==> src/rtl/muldiv_ctrl_pkg.sv <==
// Shared definitions for the EX-stage multiply/divide sequencer.
// Provides op encodings, the sequencer state type and small op-decode helpers.
package muldiv_ctrl_pkg;

    // Op encodings presented by EX on muldiv_ctrl.op
    localparam logic [1:0] MULDIV_OP_MULT  = 2'b00;
    localparam logic [1:0] MULDIV_OP_MULTU = 2'b01;
    localparam logic [1:0] MULDIV_OP_DIV   = 2'b10;
    localparam logic [1:0] MULDIV_OP_DIVU  = 2'b11;

    // Sequencer state codes
    typedef enum logic [1:0] {
        MdIdle    = 2'b00,
        MdMulWait = 2'b01,
        MdDivBusy = 2'b10,
        MdDone    = 2'b11
    } md_state_e;

    // op[1] selects the divider, op[0] selects unsigned.
    function automatic logic op_is_div(input logic [1:0] op);
        return op[1];
    endfunction

    function automatic logic op_is_signed(input logic [1:0] op);
        return ~op[0];
    endfunction

endpackage

==> src/rtl/muldiv_ctrl.sv <==
// Sequences the shared multi-cycle multiplier and divider used by the EX stage.
// Latches one mult/multu/div/divu request, drives the external mul/div unit controls,
// stalls EX until the 2W-bit result is captured, then presents {hi,lo} until EX advances.
// Ports:
//   clk, rst                  clock, asynchronous active-high reset
//   flush                     kill the in-flight op (highest priority)
//   op_valid, op, src1, src2  request from EX
//   adv                       EX loads a new instruction at the next edge
//   mul_ina_o/inb_o/signed_o  multiplier operands, mul_result_i its product
//   div_opdata1_o/2_o, div_signed_o, div_start_o, div_annul_o  divider controls
//   div_ready_i, div_result_i divider handshake and {remainder, quotient}
//   stallreq_o                pipeline stall request
//   res_valid, hi_wdata, lo_wdata  HI/LO write data
module muldiv_ctrl
    import muldiv_ctrl_pkg::*;
#(
    parameter int unsigned MUL_LAT = 1,
    parameter int unsigned W       = 32
) (
    input  logic           clk,
    input  logic           rst,
    input  logic           flush,
    input  logic           op_valid,
    input  logic [1:0]     op,
    input  logic [W-1:0]   src1,
    input  logic [W-1:0]   src2,
    input  logic           adv,
    output logic [W-1:0]   mul_ina_o,
    output logic [W-1:0]   mul_inb_o,
    output logic           mul_signed_o,
    input  logic [2*W-1:0] mul_result_i,
    output logic [W-1:0]   div_opdata1_o,
    output logic [W-1:0]   div_opdata2_o,
    output logic           div_signed_o,
    output logic           div_start_o,
    output logic           div_annul_o,
    input  logic           div_ready_i,
    input  logic [2*W-1:0] div_result_i,
    output logic           stallreq_o,
    output logic           res_valid,
    output logic [W-1:0]   hi_wdata,
    output logic [W-1:0]   lo_wdata
);

    localparam int unsigned CntW = (MUL_LAT < 1) ? 1 : $clog2(MUL_LAT + 1);

    md_state_e   state_q, state_d;
    logic [CntW-1:0] cnt_q, cnt_d;
    logic [W-1:0]    src1_q, src1_d;
    logic [W-1:0]    src2_q, src2_d;
    logic [1:0]      op_q, op_d;
    logic [W-1:0]    hi_q, hi_d;
    logic [W-1:0]    lo_q, lo_d;

    always_ff @(posedge clk or posedge rst) begin
        if (rst) begin
            state_q <= MdIdle;
            cnt_q   <= '0;
            src1_q  <= '0;
            src2_q  <= '0;
            op_q    <= '0;
            hi_q    <= '0;
            lo_q    <= '0;
        end else begin
            state_q <= state_d;
            cnt_q   <= cnt_d;
            src1_q  <= src1_d;
            src2_q  <= src2_d;
            op_q    <= op_d;
            hi_q    <= hi_d;
            lo_q    <= lo_d;
        end
    end

    always_comb begin
        state_d       = state_q;
        cnt_d         = cnt_q;
        src1_d        = src1_q;
        src2_d        = src2_q;
        op_d          = op_q;
        hi_d          = hi_q;
        lo_d          = lo_q;
        mul_ina_o     = '0;
        mul_inb_o     = '0;
        mul_signed_o  = 1'b0;
        div_opdata1_o = '0;
        div_opdata2_o = '0;
        div_signed_o  = 1'b0;
        div_start_o   = 1'b0;
        div_annul_o   = 1'b0;
        stallreq_o    = 1'b0;
        res_valid     = 1'b0;
        hi_wdata      = '0;
        lo_wdata      = '0;

        unique case (state_q)
            MdIdle: begin
                if (op_valid) begin
                    // Stall in the request cycle so EX holds the instruction.
                    stallreq_o = 1'b1;
                    src1_d     = src1;
                    src2_d     = src2;
                    op_d       = op;
                    if (op_is_div(op)) begin
                        state_d = MdDivBusy;
                    end else begin
                        state_d = MdMulWait;
                        cnt_d   = CntW'(MUL_LAT - 1);
                    end
                end
            end
            MdMulWait: begin
                stallreq_o   = 1'b1;
                mul_ina_o    = src1_q;
                mul_inb_o    = src2_q;
                mul_signed_o = op_is_signed(op_q);
                if (cnt_q != '0) begin
                    cnt_d = cnt_q - CntW'(1);
                end else begin
                    hi_d    = mul_result_i[2*W-1:W];
                    lo_d    = mul_result_i[W-1:0];
                    state_d = MdDone;
                end
            end
            MdDivBusy: begin
                stallreq_o    = 1'b1;
                div_opdata1_o = src1_q;
                div_opdata2_o = src2_q;
                div_signed_o  = op_is_signed(op_q);
                if (div_ready_i) begin
                    // Start drops in the ready cycle so the divider is not relaunched.
                    hi_d    = div_result_i[2*W-1:W];
                    lo_d    = div_result_i[W-1:0];
                    state_d = MdDone;
                end else begin
                    div_start_o = 1'b1;
                end
            end
            MdDone: begin
                res_valid = 1'b1;
                hi_wdata  = hi_q;
                lo_wdata  = lo_q;
                if (adv) begin
                    state_d = MdIdle;
                end
            end
            default: state_d = MdIdle;
        endcase

        // Flush overrides everything: drop any launch or capture made above.
        if (flush) begin
            div_annul_o = (state_q == MdDivBusy);
            div_start_o = 1'b0;
            stallreq_o  = 1'b0;
            res_valid   = 1'b0;
            hi_wdata    = '0;
            lo_wdata    = '0;
            state_d     = MdIdle;
            cnt_d       = cnt_q;
            src1_d      = src1_q;
            src2_d      = src2_q;
            op_d        = op_q;
            hi_d        = hi_q;
            lo_d        = lo_q;
        end
    end

endmodule

==> config.mk <==
export PLATFORM = sky130hd
export DESIGN_NAME = muldiv_ctrl
export DESIGN_NICKNAME = d
export VERILOG_FILES = /design/src/rtl/muldiv_ctrl_pkg.sv /design/src/rtl/muldiv_ctrl.sv
export SDC_FILE = /design/constraint.sdc
export NUM_CORES = 1
export LEC_CHECK = 0
export BUFFER_PORTS_ARGS = -buffer_cell sky130_fd_sc_hd__buf_2
export CAP_MARGIN = 25
export CORE_AREA = 4 4 155 157
export CTS_CLUSTER_SIZE = 30
export DETAILED_ROUTE_END_ITERATION = 10
export DIE_AREA = 0 0 159 161
export PLACE_DENSITY = 0.68
export SETUP_SLACK_MARGIN = 0.02
export SLEW_MARGIN = 25
export SYNTH_ARGS = -nofsm -noshare
export SYNTH_HDL_FRONTEND = slang
export SYNTH_SLANG_ARGS = --single-unit
==> constraint.sdc <==
create_clock -name clk -period 5.3 [get_ports clk]
set_input_delay 1.06 -clock clk [delete_from_list [all_inputs] [get_ports clk]]
set_output_delay 1.06 -clock clk [all_outputs]
set_load 0.05 [all_outputs]
After elaboration in Yosys (flattened, before gate mapping)
Index checks and enable logic that the tools add are counted.
{"block": "word_totals", "input_bits": 200, "wordCells": 65, "reg_bits": 132, "output_inout_bits": 198}
{"block": "classes", "mux": 36, "addsub": 1, "reduce_logical": 8, "n_eq_ne": 11, "n_bitwise": 2}
{"op": "2-to-1 mux 32 bit", "n": 12}
{"op": "one-hot mux 32 bit (2 select lines)", "n": 2}
{"op": "2-to-1 mux 1 bit", "n": 13}
{"op": "2-to-1 mux 2 bit", "n": 6}
{"op": "inequality test 3 bit, second input constant", "n": 4}
{"op": "AND reduction 4 bit", "n": 3}
{"op": "inequality test 2 bit, second input constant", "n": 4}
{"op": "one-hot mux 2 bit (4 select lines)", "n": 1}
{"op": "equality test 2 bit, second input constant", "n": 2}
{"op": "one-hot mux 1 bit (2 select lines)", "n": 2}
{"op": "nonzero test 2 bit", "n": 2}
{"op": "AND reduction 3 bit", "n": 1}
{"op": "equality test 2 x 1 -> 1 bit, second input constant", "n": 1}
{"op": "zero test 2 bit", "n": 1}
{"op": "inverter 1 bit", "n": 2}
{"op": "OR reduction 2 bit", "n": 1}
{"op": "subtractor 1 bit, second input constant", "n": 1}

Logic depth before layout (Yosys ltp)
{"block": "depth", "ltp_word": 4, "mapped_depth": 6, "mapped_depth_nobuf": 5}

Worst setup path after synthesis
Ideal clock, no wire load.
{"block": "synth_path", "path_type": "in2out", "startpoint": "input port flush", "endpoint": "output port stallreq_o", "slack_ns": 1.943, "path_buffers": 2, "required_ns": 4.240, "path_stages": 4, "arrival_time_ns": 2.297, "path_cell_list": "nand3b_4 > buf_6 > buf_6 > a21oi_1"}
{"block": "synth_via", "elab_chain_cells": 1}
{"item": "start: declaration", "line_no": "muldiv_ctrl.sv:22", "text": "input logic flush,"}
{"item": "2-to-1 mux 1 bit", "line_no": "muldiv_ctrl.sv:151", "text": "if (flush) begin"}
{"item": "end: declaration", "line_no": "muldiv_ctrl.sv:39", "text": "output logic stallreq_o,"}
Every way passes these cells.

Worst setup path after layout
{"block": "layout_path", "startpoint": "register state_q[0]", "endpoint": "output port div_start_o"}
{"block": "layout_via", "elab_chain_cells": 3}
{"item": "start: declaration", "line_no": "muldiv_ctrl.sv:47", "text": "md_state_e state_q, state_d;"}
{"item": "start signal: assignment", "line_no": "muldiv_ctrl.sv:57", "text": "state_q <= MdIdle;"}
{"item": "start signal: assignment", "line_no": "muldiv_ctrl.sv:65", "text": "state_q <= state_d;"}
{"item": "equality test 2 bit", "line_no": "muldiv_ctrl.sv:96", "text": "unique case (state_q)"}
{"item": "2-to-1 mux 1 bit", "line_no": "muldiv_ctrl.sv:96"}
{"item": "2-to-1 mux 1 bit", "line_no": "muldiv_ctrl.sv:151"}
{"item": "end: declaration", "line_no": "muldiv_ctrl.sv:35", "text": "output logic div_start_o,"}
Every way passes these cells.

==> flow_summary.ini <==
[cts]
numCtsBuffers = 17
cts.htree.levels = 4
cts_num_sinks = 131
clk_pin_slew_worst_paths_ns = 0.06
cts_hold_buffers = 0
cts_buffer_depth = 2
post_cts_buffers = 0
cts_resized = 0
root_buffer = clkbuf_16
worstSkewPairLatency_ns = 0.41
cts_tree = built

[setup_path]
end_kind = primary output
reg2regPathDepth = 6
cp_max_fo = 67
critPathKind = flip-flop to primary output
critical_path.max_stage_delay_ns = 0.52
path_delay_family = adder cells
path_depth = 5
arrival_ns = 2.31
cp_num_buf_inv = 2
required_ns = 4.24
start_kind = flip-flop
crit_chain = inv_1 -> ha_4 -> and2b_4 -> nor2b_1 -> buf_2
crit_slowest_cell = ha_4

[yosys]
yosysUniqueCellTypes = 23
yosysWarnings = 0
syn_inst = 587
synth_area_leaders = dfrtp_1 43%, mux2_4 20%, and2_1 16%, mux2_2 14%, buf_12 1.6%
synth_seq_area_share = 0.4308
synth_top_area_share = 0.4308
synth_area_leader_cell = dfrtp_1
syn-cell-area_mm2 = 0.007610
synth_seq_cells = 131
syn_area_per_cell_um2 = 12.96
synth_nets = 793

[routing]
via_per_inst = 4.515
dr_wl_met2_um = 11310
top_layer = met5
wl_met1_um = 9503
drtAntennaViolNets = 0
drc = 0
wirelength_um = 22740
drt_iter0_drc = 158
wire_per_inst_um = 17.95
dr.pass1.iters = 4
wl_met3_um = 1723
vias = 5720

[final_layout]
syn2layout_area_growth_pct = 35.15
drive_gt1_frac = 0.6507
final_cells = 1267
nFillCells = 2111
nets = 1175
antennaDiodeCount = 0

[pwr]
internal-power_mw = 3.613
p_leak_nw = 5.544
p_seq_frac = 0.294
power.switching_mw = 2.832
clock_power_share = 0.168
switching_share = 0.4394
ir_drop_mv = 0.3586
cellPowerDensity_mw_per_mm2 = 626.7
pwr-share-comb = 0.538

[timing]
setup_tns_ns = 0
final_max_slew_viol_count = 0
maxSlewHeadroom = 0.3042
setup_ws_ns = 1.930
max_freq_mhz = 296.7
period_needed_ns = 3.370
hold_viol = 0
fin_crit_sh = 0.6359
setup_viol = 0
rsz0062_at_grt = false
fin_skew_ns = 0.01040
worst_pin_slew_ns = 1.044

[min_path]
min_path_cells = 1
hp-class = flip-flop to flip-flop

[flow_run]
maxCapViolCount = 0

[floorplanning]
die_w_um = 159
die_h_um = 161
num_rows = 55
io_pins = 398
start_util = 0.3382
die_area_mm2 = 0.02560
core_mm2 = 0.02250

[placement]
pre_cts_slack_ns = 1.599
portBuffers = 397
hpwl_um = 17160
dp.cells = 1234
gp_congestion = 0.7713

[grt]
grt_pass1_wl_um = 34700
overflow = 0
first_global_vias = 6114
grt_max_degree = 68
antenna_found_initial = 3
track_usage = 0.1706

[status]
status = finished clean
-- layout make-up --
type                       instances  area (um^2)  area share
multi-input combinational        410         4029      0.3917
tap                              285        356.6     0.03467
sequential                       131         3278      0.3187
clock inverter                    13        102.6    0.009976
timing repair buffer             404         2052      0.1995
clock buffer                      19        442.9     0.04307
inverter                           5        23.77    0.002311
-- metrics by stage --
step	power, mW	instance area, um^2	hold WS (ns)	util
5_1_grt	6.795	10280	0.5080	0.4570
6_report	6.445	10280	0.5023	0.4570
4_1_cts	6.499	10240	0.5043	0.4553
3_5_place_dp	5.370	9699	0.4885	0.4310
2_1_floorplan	4.687	7610	0.4721	-
3_3_place_gp	5.332	9699	0.4854	0.4310
-- sequential cells by signal (all words and copies together), names as in the netlist --
signal / cells
op_q: 1
src2_q: 32
lo_q: 32
hi_q: 32
src1_q: 32
state_q: 2
-- cells by family after synthesis --
group           count (synthesis)  synth area share
simple gates                  205            0.1726
mux                           196            0.3385
flops                         131            0.4308
buf+inv                        46           0.04439
fa+ha+maj                       6          0.009865
compound gates                  3          0.003781
-- power by group through the flow --
stage,Sequential [mW],Clock (mW),Combinational (mW)
CTS,1.89,1.12,3.49
global placement,1.90,0,3.43
floorplan,1.73,0,2.96
detailed placement,1.89,0,3.48
finish,1.90,1.08,3.47
global route,1.96,1.17,3.66
-- final timing paths --
check,start,endpoint,slack [ns]
hold reg to reg,lo_q[24],lo_q[24],0.50
hold / removal,lo_q[24],lo_q[24],0.50
min in group asynchronous,rst,lo_q[4],0.68
max in group asynchronous,rst,state_q[1],3.71
setup / recovery,state_q[0],div_start_o,1.93
setup reg to reg,state_q[0],lo_q[4],2.27
-- routing by layer --
metal,GRT usage,vias up
li1,-,2722
met1,0.2082,2724
met2,0.3002,256
met3,0.05486,16
met4,0.02998,2
met5,0,-
-- cell usage after synthesis (all sizes together) --
| cell | number |
|---|---|
| and2b | 1 |
| clkbuf | 21 |
| nor2 | 4 |
| buf | 20 |
| and2 | 193 |
| nor2b | 4 |
| inv | 5 |
| nand2b | 2 |
| mux2i | 2 |
| a21oi | 1 |
| a211o | 1 |
| dfrtp | 131 |
| a221oi | 1 |
| ha | 6 |
| nand3b | 1 |
| mux2 | 194 |
-- cells in the final DEF, fill, tap and decap left out, drive strengths merged --
cell type,count
a221oi,1
and2,193
and2b,1
nand2b,2
nor2b,4
a21oi,1
clkinv,3
inv,9
clkbuf,19
nand3b,1
nor2,4
ha,6
mux2,194
mux2i,2
buf,404
a211o,1
clkinvlp,6
dfrtp,131
-- worst register-to-register path, delay by kind of cell, from the launching register on --
| kind | cells | cell delay (ns) |
|---|---|---|
| mux | 1 | 0.39 |
| fa+ha+maj | 1 | 0.35 |
| flops | 1 | 0.46 |
| simple gates | 2 | 1.05 |
| buf+inv | 2 | 0.67 |
Power figures use the tool's default switching activity.
